### config.mk
export PLATFORM = sky130hd
export DESIGN_NAME = vga_char_writer
export DESIGN_NICKNAME = d
export VERILOG_FILES = /design/src/rtl/lotr_pkg.sv /design/src/rtl/vga_font_rom.sv /design/src/rtl/vga_char_writer.sv
export SDC_FILE = /design/constraint.sdc
export NUM_CORES = 1
export LEC_CHECK = 0
export CORE_UTILIZATION = 55
export DETAILED_ROUTE_END_ITERATION = 8
export HOLD_SLACK_MARGIN = 0.05
export PLACE_DENSITY = 0.76
export SLEW_MARGIN = 20
export SYNTH_ARGS = -nofsm -noshare
export SYNTH_HDL_FRONTEND = slang
export SYNTH_SLANG_ARGS = --single-unit
### constraint.sdc
create_clock -name QClk -period 3.7 [get_ports QClk]
set_input_delay 1.11 -clock QClk [delete_from_list [all_inputs] [get_ports QClk]]
set_output_delay 1.11 -clock QClk [all_outputs]
set_load 0.01 [all_outputs]
### src/rtl/lotr_pkg.sv
// Shared types and constants for the VGA text-mode character writer.
// Provides FSM state enum, command record, address and glyph helpers.
package lotr_pkg;

    typedef enum logic [2:0] {
        IDLE,
        FETCH,
        WR0,
        WR1,
        CLR
    } t_vga_chr_state;

    localparam int VGA_WORDS_PER_LINE = 80;
    localparam int VGA_BITMAP_WORDS   = 9600;

    typedef struct packed {
        logic [7:0] ascii;
        logic [6:0] col;
        logic [5:0] row;
        logic       invert;
    } t_vga_chr_cmd;

    // Word address of half `half` of the character cell at (col,row).
    // A word spans 4 pixel lines, so a cell covers word-lines 2r and 2r+1.
    function automatic logic [13:0] vga_chr_addr(
        input logic [5:0] row,
        input logic [6:0] col,
        input logic       half
    );
        logic [13:0] wline;
        wline = {7'd0, row, half};
        return wline * 14'(VGA_WORDS_PER_LINE) + {7'd0, col};
    endfunction

    // Built-in pattern font: row i of glyph c is c ^ byte i of a fixed key.
    function automatic logic [63:0] vga_font_glyph(input logic [7:0] code);
        return {8{code}} ^ 64'h0123_4567_89AB_CDEF;
    endfunction

endpackage

### src/rtl/vga_font_rom.sv
// 256 x 64-bit synchronous glyph ROM, one-cycle read latency.
// Ports: clk/rst_n, rd_en + rd_addr (glyph code) in, rd_data (8 rows) out.
module vga_font_rom
    import lotr_pkg::*;
(
    input  logic        clk,
    input  logic        rst_n,
    input  logic        rd_en,
    input  logic [7:0]  rd_addr,
    output logic [63:0] rd_data
);

    logic [63:0] data_q;
    logic [63:0] data_d;

    // Output holds between reads so both halves stay available to WR0/WR1.
    always_comb begin
        data_d = data_q;
        if (rd_en) begin
            data_d = vga_font_glyph(rd_addr);
        end
    end

    always_ff @(posedge clk or negedge rst_n) begin
        if (!rst_n) begin
            data_q <= '0;
        end else begin
            data_q <= data_d;
        end
    end

    assign rd_data = data_q;

endmodule

### src/rtl/vga_char_writer.sv
// Text-mode front end: turns (ascii,col,row) commands into two 32-bit word
// writes of the 8x8 glyph, and fills the bitmap on ClearReq.
// Ports: QClk/Reset_N; Cmd* valid/ready command input; ClearReq/ClearVal;
// WrReq/WrGnt/WrAddr/WrData memory write port; Busy and sticky DropErr status.
module vga_char_writer
    import lotr_pkg::*;
#(
    parameter int FIFO_DEPTH = 4,
    parameter int TEXT_COLS  = 80,
    parameter int TEXT_ROWS  = 60
) (
    input  logic        QClk,
    input  logic        Reset_N,
    input  logic        CmdValid,
    output logic        CmdReady,
    input  logic [7:0]  CmdAscii,
    input  logic [6:0]  CmdCol,
    input  logic [5:0]  CmdRow,
    input  logic        CmdInvert,
    input  logic        ClearReq,
    input  logic        ClearVal,
    output logic        WrReq,
    input  logic        WrGnt,
    output logic [13:0] WrAddr,
    output logic [31:0] WrData,
    output logic        Busy,
    output logic        DropErr
);

    localparam int PW = $clog2(FIFO_DEPTH);

    t_vga_chr_state state_q, state_d;
    t_vga_chr_cmd   fifo_q [FIFO_DEPTH];
    t_vga_chr_cmd   fifo_d [FIFO_DEPTH];
    logic [PW-1:0]  wr_ptr_q, wr_ptr_d;
    logic [PW-1:0]  rd_ptr_q, rd_ptr_d;
    logic [PW:0]    count_q, count_d;
    logic [6:0]     cur_col_q, cur_col_d;
    logic [5:0]     cur_row_q, cur_row_d;
    logic           cur_inv_q, cur_inv_d;
    logic           clr_pend_q, clr_pend_d;
    logic           clr_val_q, clr_val_d;
    logic           drop_err_q, drop_err_d;
    logic           wr_req_q, wr_req_d;
    logic [13:0]    wr_addr_q, wr_addr_d;
    logic [31:0]    wr_data_q, wr_data_d;

    t_vga_chr_cmd   head;
    logic           push, pop, head_ok;
    logic [63:0]    glyph;
    logic [31:0]    inv_mask;

    assign CmdReady = (count_q != (PW+1)'(FIFO_DEPTH));
    assign push     = CmdValid && CmdReady;
    assign head     = fifo_q[rd_ptr_q];
    // A pending clear blocks the pop so queued characters land after it.
    assign pop      = (state_q == IDLE) && !clr_pend_q && (count_q != '0);
    assign head_ok  = (32'(head.col) < TEXT_COLS) &&
                      (32'(head.row) < TEXT_ROWS);
    assign inv_mask = {32{cur_inv_q}};

    vga_font_rom u_rom (
        .clk     (QClk),
        .rst_n   (Reset_N),
        .rd_en   (pop && head_ok),
        .rd_addr (head.ascii),
        .rd_data (glyph)
    );

    always_comb begin
        fifo_d     = fifo_q;
        wr_ptr_d   = wr_ptr_q;
        rd_ptr_d   = rd_ptr_q;
        count_d    = count_q;
        state_d    = state_q;
        cur_col_d  = cur_col_q;
        cur_row_d  = cur_row_q;
        cur_inv_d  = cur_inv_q;
        clr_pend_d = clr_pend_q;
        clr_val_d  = clr_val_q;
        drop_err_d = drop_err_q;
        wr_req_d   = wr_req_q;
        wr_addr_d  = wr_addr_q;
        wr_data_d  = wr_data_q;

        if (push) begin
            fifo_d[wr_ptr_q] = '{ascii: CmdAscii, col: CmdCol,
                                 row: CmdRow, invert: CmdInvert};
            wr_ptr_d = wr_ptr_q + 1'b1;
        end
        if (pop) begin
            rd_ptr_d = rd_ptr_q + 1'b1;
        end
        unique case ({push, pop})
            2'b10:   count_d = count_q + 1'b1;
            2'b01:   count_d = count_q - 1'b1;
            default: count_d = count_q;
        endcase

        unique case (state_q)
            IDLE: begin
                if (clr_pend_q) begin
                    state_d    = CLR;
                    clr_pend_d = 1'b0;
                    wr_req_d   = 1'b1;
                    wr_addr_d  = '0;
                    wr_data_d  = {32{clr_val_q}};
                end else if (pop) begin
                    if (head_ok) begin
                        state_d   = FETCH;
                        cur_col_d = head.col;
                        cur_row_d = head.row;
                        cur_inv_d = head.invert;
                    end else begin
                        drop_err_d = 1'b1;
                    end
                end
            end
            FETCH: begin
                state_d   = WR0;
                wr_req_d  = 1'b1;
                wr_addr_d = vga_chr_addr(cur_row_q, cur_col_q, 1'b0);
                wr_data_d = glyph[31:0] ^ inv_mask;
            end
            WR0: begin
                if (WrGnt) begin
                    state_d   = WR1;
                    wr_addr_d = vga_chr_addr(cur_row_q, cur_col_q, 1'b1);
                    wr_data_d = glyph[63:32] ^ inv_mask;
                end
            end
            WR1: begin
                if (WrGnt) begin
                    state_d  = IDLE;
                    wr_req_d = 1'b0;
                end
            end
            CLR: begin
                if (WrGnt) begin
                    if (wr_addr_q == 14'(VGA_BITMAP_WORDS - 1)) begin
                        state_d  = IDLE;
                        wr_req_d = 1'b0;
                    end else begin
                        wr_addr_d = wr_addr_q + 1'b1;
                    end
                end
            end
            default: begin
                state_d  = IDLE;
                wr_req_d = 1'b0;
            end
        endcase

        // A new clear during a fill restarts it rather than queueing another.
        if (ClearReq) begin
            clr_val_d  = ClearVal;
            drop_err_d = 1'b0;
            if (state_q == CLR) begin
                state_d   = CLR;
                wr_req_d  = 1'b1;
                wr_addr_d = '0;
                wr_data_d = {32{ClearVal}};
            end else begin
                clr_pend_d = 1'b1;
            end
        end
    end

    always_ff @(posedge QClk or negedge Reset_N) begin
        if (!Reset_N) begin
            for (int i = 0; i < FIFO_DEPTH; i++) begin
                fifo_q[i] <= '0;
            end
            wr_ptr_q   <= '0;
            rd_ptr_q   <= '0;
            count_q    <= '0;
            state_q    <= IDLE;
            cur_col_q  <= '0;
            cur_row_q  <= '0;
            cur_inv_q  <= 1'b0;
            clr_pend_q <= 1'b0;
            clr_val_q  <= 1'b0;
            drop_err_q <= 1'b0;
            wr_req_q   <= 1'b0;
            wr_addr_q  <= '0;
            wr_data_q  <= '0;
        end else begin
            fifo_q     <= fifo_d;
            wr_ptr_q   <= wr_ptr_d;
            rd_ptr_q   <= rd_ptr_d;
            count_q    <= count_d;
            state_q    <= state_d;
            cur_col_q  <= cur_col_d;
            cur_row_q  <= cur_row_d;
            cur_inv_q  <= cur_inv_d;
            clr_pend_q <= clr_pend_d;
            clr_val_q  <= clr_val_d;
            drop_err_q <= drop_err_d;
            wr_req_q   <= wr_req_d;
            wr_addr_q  <= wr_addr_d;
            wr_data_q  <= wr_data_d;
        end
    end

    assign WrReq   = wr_req_q;
    assign WrAddr  = wr_addr_q;
    assign WrData  = wr_data_q;
    assign DropErr = drop_err_q;
    assign Busy    = (state_q != IDLE) || (count_q != '0);

endmodule

==> key figures <==
Outcome
  • Status: complete, no violations

Floorplan
  • Die W: 130.8 um
  • Initial Util: 0.5686
  • Die height: 130.8 um
  • I/O pin cnt: 78
  • Die area: 0.01712 mm^2
  • Cell Rows: 46
  • Core ar.: 0.01606 mm^2

Synth
  • Net Count, Synth: 828
  • Seq/Total Area, Yosys: 0.4824
  • Post-Syn Area: 0.009130 mm^2
  • Synth Area per Inst: 11.77 um^2
  • Cell count after synthesis: 776
  • Netlist cell types: 71
  • Async S/R FF share, synth: 1.000
  • FF+latch count, synth: 176
  • Top FF cell, synth: dfrtp_1
  • Synth Warn #: 0
  • Post-synth EDFFs: 0

Finish
  • Antenna cells: 0
  • Multi-input combinational cell area: 0.004432 mm^2
  • Storage cell area: 0.004404 mm^2
  • Final Net Count: 899
  • Fillers: 1172
  • Layout area overhead: 17.32%
  • Non-Filler Instances: 1075
  • Final instance area: 0.01071 mm^2
  • Share of layout cells above drive strength 1: 0.1222

Drt
  • Vias per cell: 6.057
  • TritonRoute pass-1 iters: 8
  • Drt wl/cell: 19.90 um
  • Vias post-DR: 6511
  • Remaining DRCs: 0
  • Post-DRT Antenna Nets: 0
  • DRT iter0 DRCs: 521
  • Post-Route WL: 21.39 mm

Setup path
  • CP Max Fanout: 18
  • Crit. End Element: output pin
  • Crit Path Class: reg -> out
  • CP Launch Type: flip-flop
  • CP arrival: 2230 ps
  • WP data required: 2590 ps

STA
  • Max-Slew Margin vs Limit: 0.4223
  • Count of final setup violators: 0
  • RSZ-0062 raised after global routing: false
  • Min Tclk post-route: 3338 ps
  • Slew @ Worst Pin: 862.8 ps
  • Min Hold Slack: 488.1 ps
  • Fin crit share: 0.9021
  • Layout Skew: 10.57 ps
  • Pins over their slew limit: 0
  • Final worst slack: 362.1 ps
  • Endpoints failing hold: 0
  • Setup TNS Final: 0 ps
  • Achievable Freq: 299.6 MHz

Pwr
  • PD cells: 751.1 mW/mm^2
  • Static Leak: 4.657 nW
  • Peak supply drop: 0.0004566 V

Global route
  • Maximum number of pins on one net before global-route repair: 82
  • Vias in the first global route: 6562
  • Total track usage: 0.2680
  • Remaining Overflow, GRT: 0
  • Routing usage on met3: 0.05252
  • Initial antenna violation count: 0
  • Global routing's busiest layer: met2
  • Met1 Use GR: 0.3674
  • First-pass GRT wire length: 34.60 mm
  • Met2 usage: 0.4308

Place
  • Placer Congestion: 0.9470
  • Worst slack, placed: 480.3 ps
  • Placed cells: 1044
  • Number of port buffers: 77
  • Final HPWL DP: 15.13 mm
  • Placed inst area: 0.01012 mm^2

Clocking
  • Clk sinks: 176
  • H-tree depth: 4
  • CTS Buffer Depth: 2
  • Hold buffer count at CTS: 0
  • Cts repair resizes: 0
  • Worst skew pair latency: 430 ps
  • TritonCTS clock tree: yes
  • Num CTS Buffers: 17
  • Clock slew at reported path FFs: 60 ps
  • Root Driver: clkbuf_16
  • Post-CTS setup buffer count: 0

Job
  • Max-Cap Viols: 0

Worst hold path
  • Hold WC Path Type: reg -> reg
-- through the flow --
step	power (mW)	util
after floorplan	5.355	-
after global placement	6.044	0.6302
after detailed placement	6.245	0.6302
after CTS	8.099	0.6671
after global routing	8.526	0.6671
final	8.046	0.6671
-- final timing paths --
check                             endpoint  slack (ps)          from  depth (start not counted)
worst max register to register  WrAddr[12]         600  cur_row_q[0]                          9
worst max-delay path                  Busy         360    state_q[1]                          4
min in group asynchronous        WrAddr[9]         700       Reset_N                          1
worst min register to register  fifo_q[12]         490    fifo_q[12]                          1
max in group asynchronous       fifo_q[12]        2220       Reset_N                          2
worst min-delay path            fifo_q[12]         490    fifo_q[12]                          1
-- synthesized netlist by cell type (all sizes together) (3+ instances only) --
master | number | area share
nor2b | 12 | 0.0082
xnor2 | 23 | 0.022
o21bai | 4 | 0.0033
a222oi | 4 | 0.0044
a221oi | 6 | 0.0058
or2 | 7 | 0.0048
mux2i | 3 | 0.0033
a21oi | 78 | 0.043
buf | 26 | 0.016
mux2 | 104 | 0.13
dfrtp | 176 | 0.48
and3 | 4 | 0.0027
a31oi | 4 | 0.0027
nand3 | 13 | 0.0085
nand2 | 49 | 0.020
nand2b | 4 | 0.0027
a32oi | 3 | 0.0029
and2 | 5 | 0.0034
nor3 | 8 | 0.0044
a211oi | 5 | 0.0041
nor4 | 3 | 0.0037
xor2 | 19 | 0.018
ha | 18 | 0.025
nand4 | 6 | 0.0048
nor2 | 32 | 0.013
clkbuf | 18 | 0.0074
inv | 23 | 0.0095
a21o | 9 | 0.0074
o221ai | 3 | 0.0029
fa | 6 | 0.013
o21ai | 40 | 0.022
mux4 | 22 | 0.054
-- routing by layer --
| layer | share of wire | vias up |
|---|---|---|
| li1 | - | 2956 |
| met1 | 0.44 | 3298 |
| met2 | 0.49 | 227 |
| met3 | 0.049 | 30 |
| met4 | 0.017 | 0 |
| met5 | 0 | - |
-- power breakdown --
group	total, mW	switching [mW]	internal [mW]	leakage (nW)
registers	3.20	0.541	2.65	2.11
logic	3.03	1.45	1.58	2.27
clock network	1.82	0.757	1.07	0.279
-- cell type report --
type,count,share of cell area
clock buffer,20,0.04077
clock inverter,11,0.01448
inverter,23,0.008060
multi-input combinational,533,0.4137
sequential,176,0.4112
tap,216,0.02523
timing repair buffer,96,0.08656
-- sequential cells by signal, indices dropped and copies added, names as in the netlist --
signal,count
fifo_q,88
WrData,32
WrAddr,14
u_rom.rd_data,14
cur_col_q,7
cur_row_q,6
count_q,3
state_q,3
rd_ptr_q,2
wr_ptr_q,2
DropErr,1
WrReq,1
clr_pend_q,1
clr_val_q,1
cur_inv_q,1
-- worst max-delay path, cell delays in order (launching register included) --
cell             delay, ps
dfrtp_1                730
or2_1                  350
nor2_1                 100
nand2_1                100
clkdlybuf4s50_1        540
-- layout by cell type (no fill, tap or decap), types with 3 or more instances in the layout --
cell,count
buf_4,18
nand4_1,5
a211oi_1,5
and2_1,5
mux4_2,22
ha_1,18
nand2_1,49
a221oi_1,6
clkdlybuf4s50_1,76
bufinv_16,3
nor2b_1,12
a21o_1,9
o21ai_1,23
dfrtp_1,176
clkbuf_1,3
mux2_2,9
clkinvlp_4,3
a31oi_1,4
nor2_1,30
inv_1,21
o221ai_1,3
a222oi_1,4
o21ai_0,16
mux2_4,15
xor2_1,19
o21bai_1,4
mux2_1,80
fa_1,6
nand2b_1,4
clkbuf_16,17
a21oi_1,78
a32oi_1,3
mux2i_1,3
nand3_1,12
nor3_1,8
and3_1,4
or2_1,7
xnor2_1,23
-- cells by family (layout without fill, tap and decap cells) --
family,count (synthesis),count (layout),synth area share
AOI/OAI and AO/OA,182,182,0.1239
DFF,176,176,0.4824
and+or+nand+nor,155,155,0.08812
muxes,129,129,0.1920
buffers and inverters,67,150,0.03303
xor gates and xnor gates,43,43,0.04276
adders and majority gates,24,24,0.03782
Note: power is estimated with default switching activity, not from simulation.
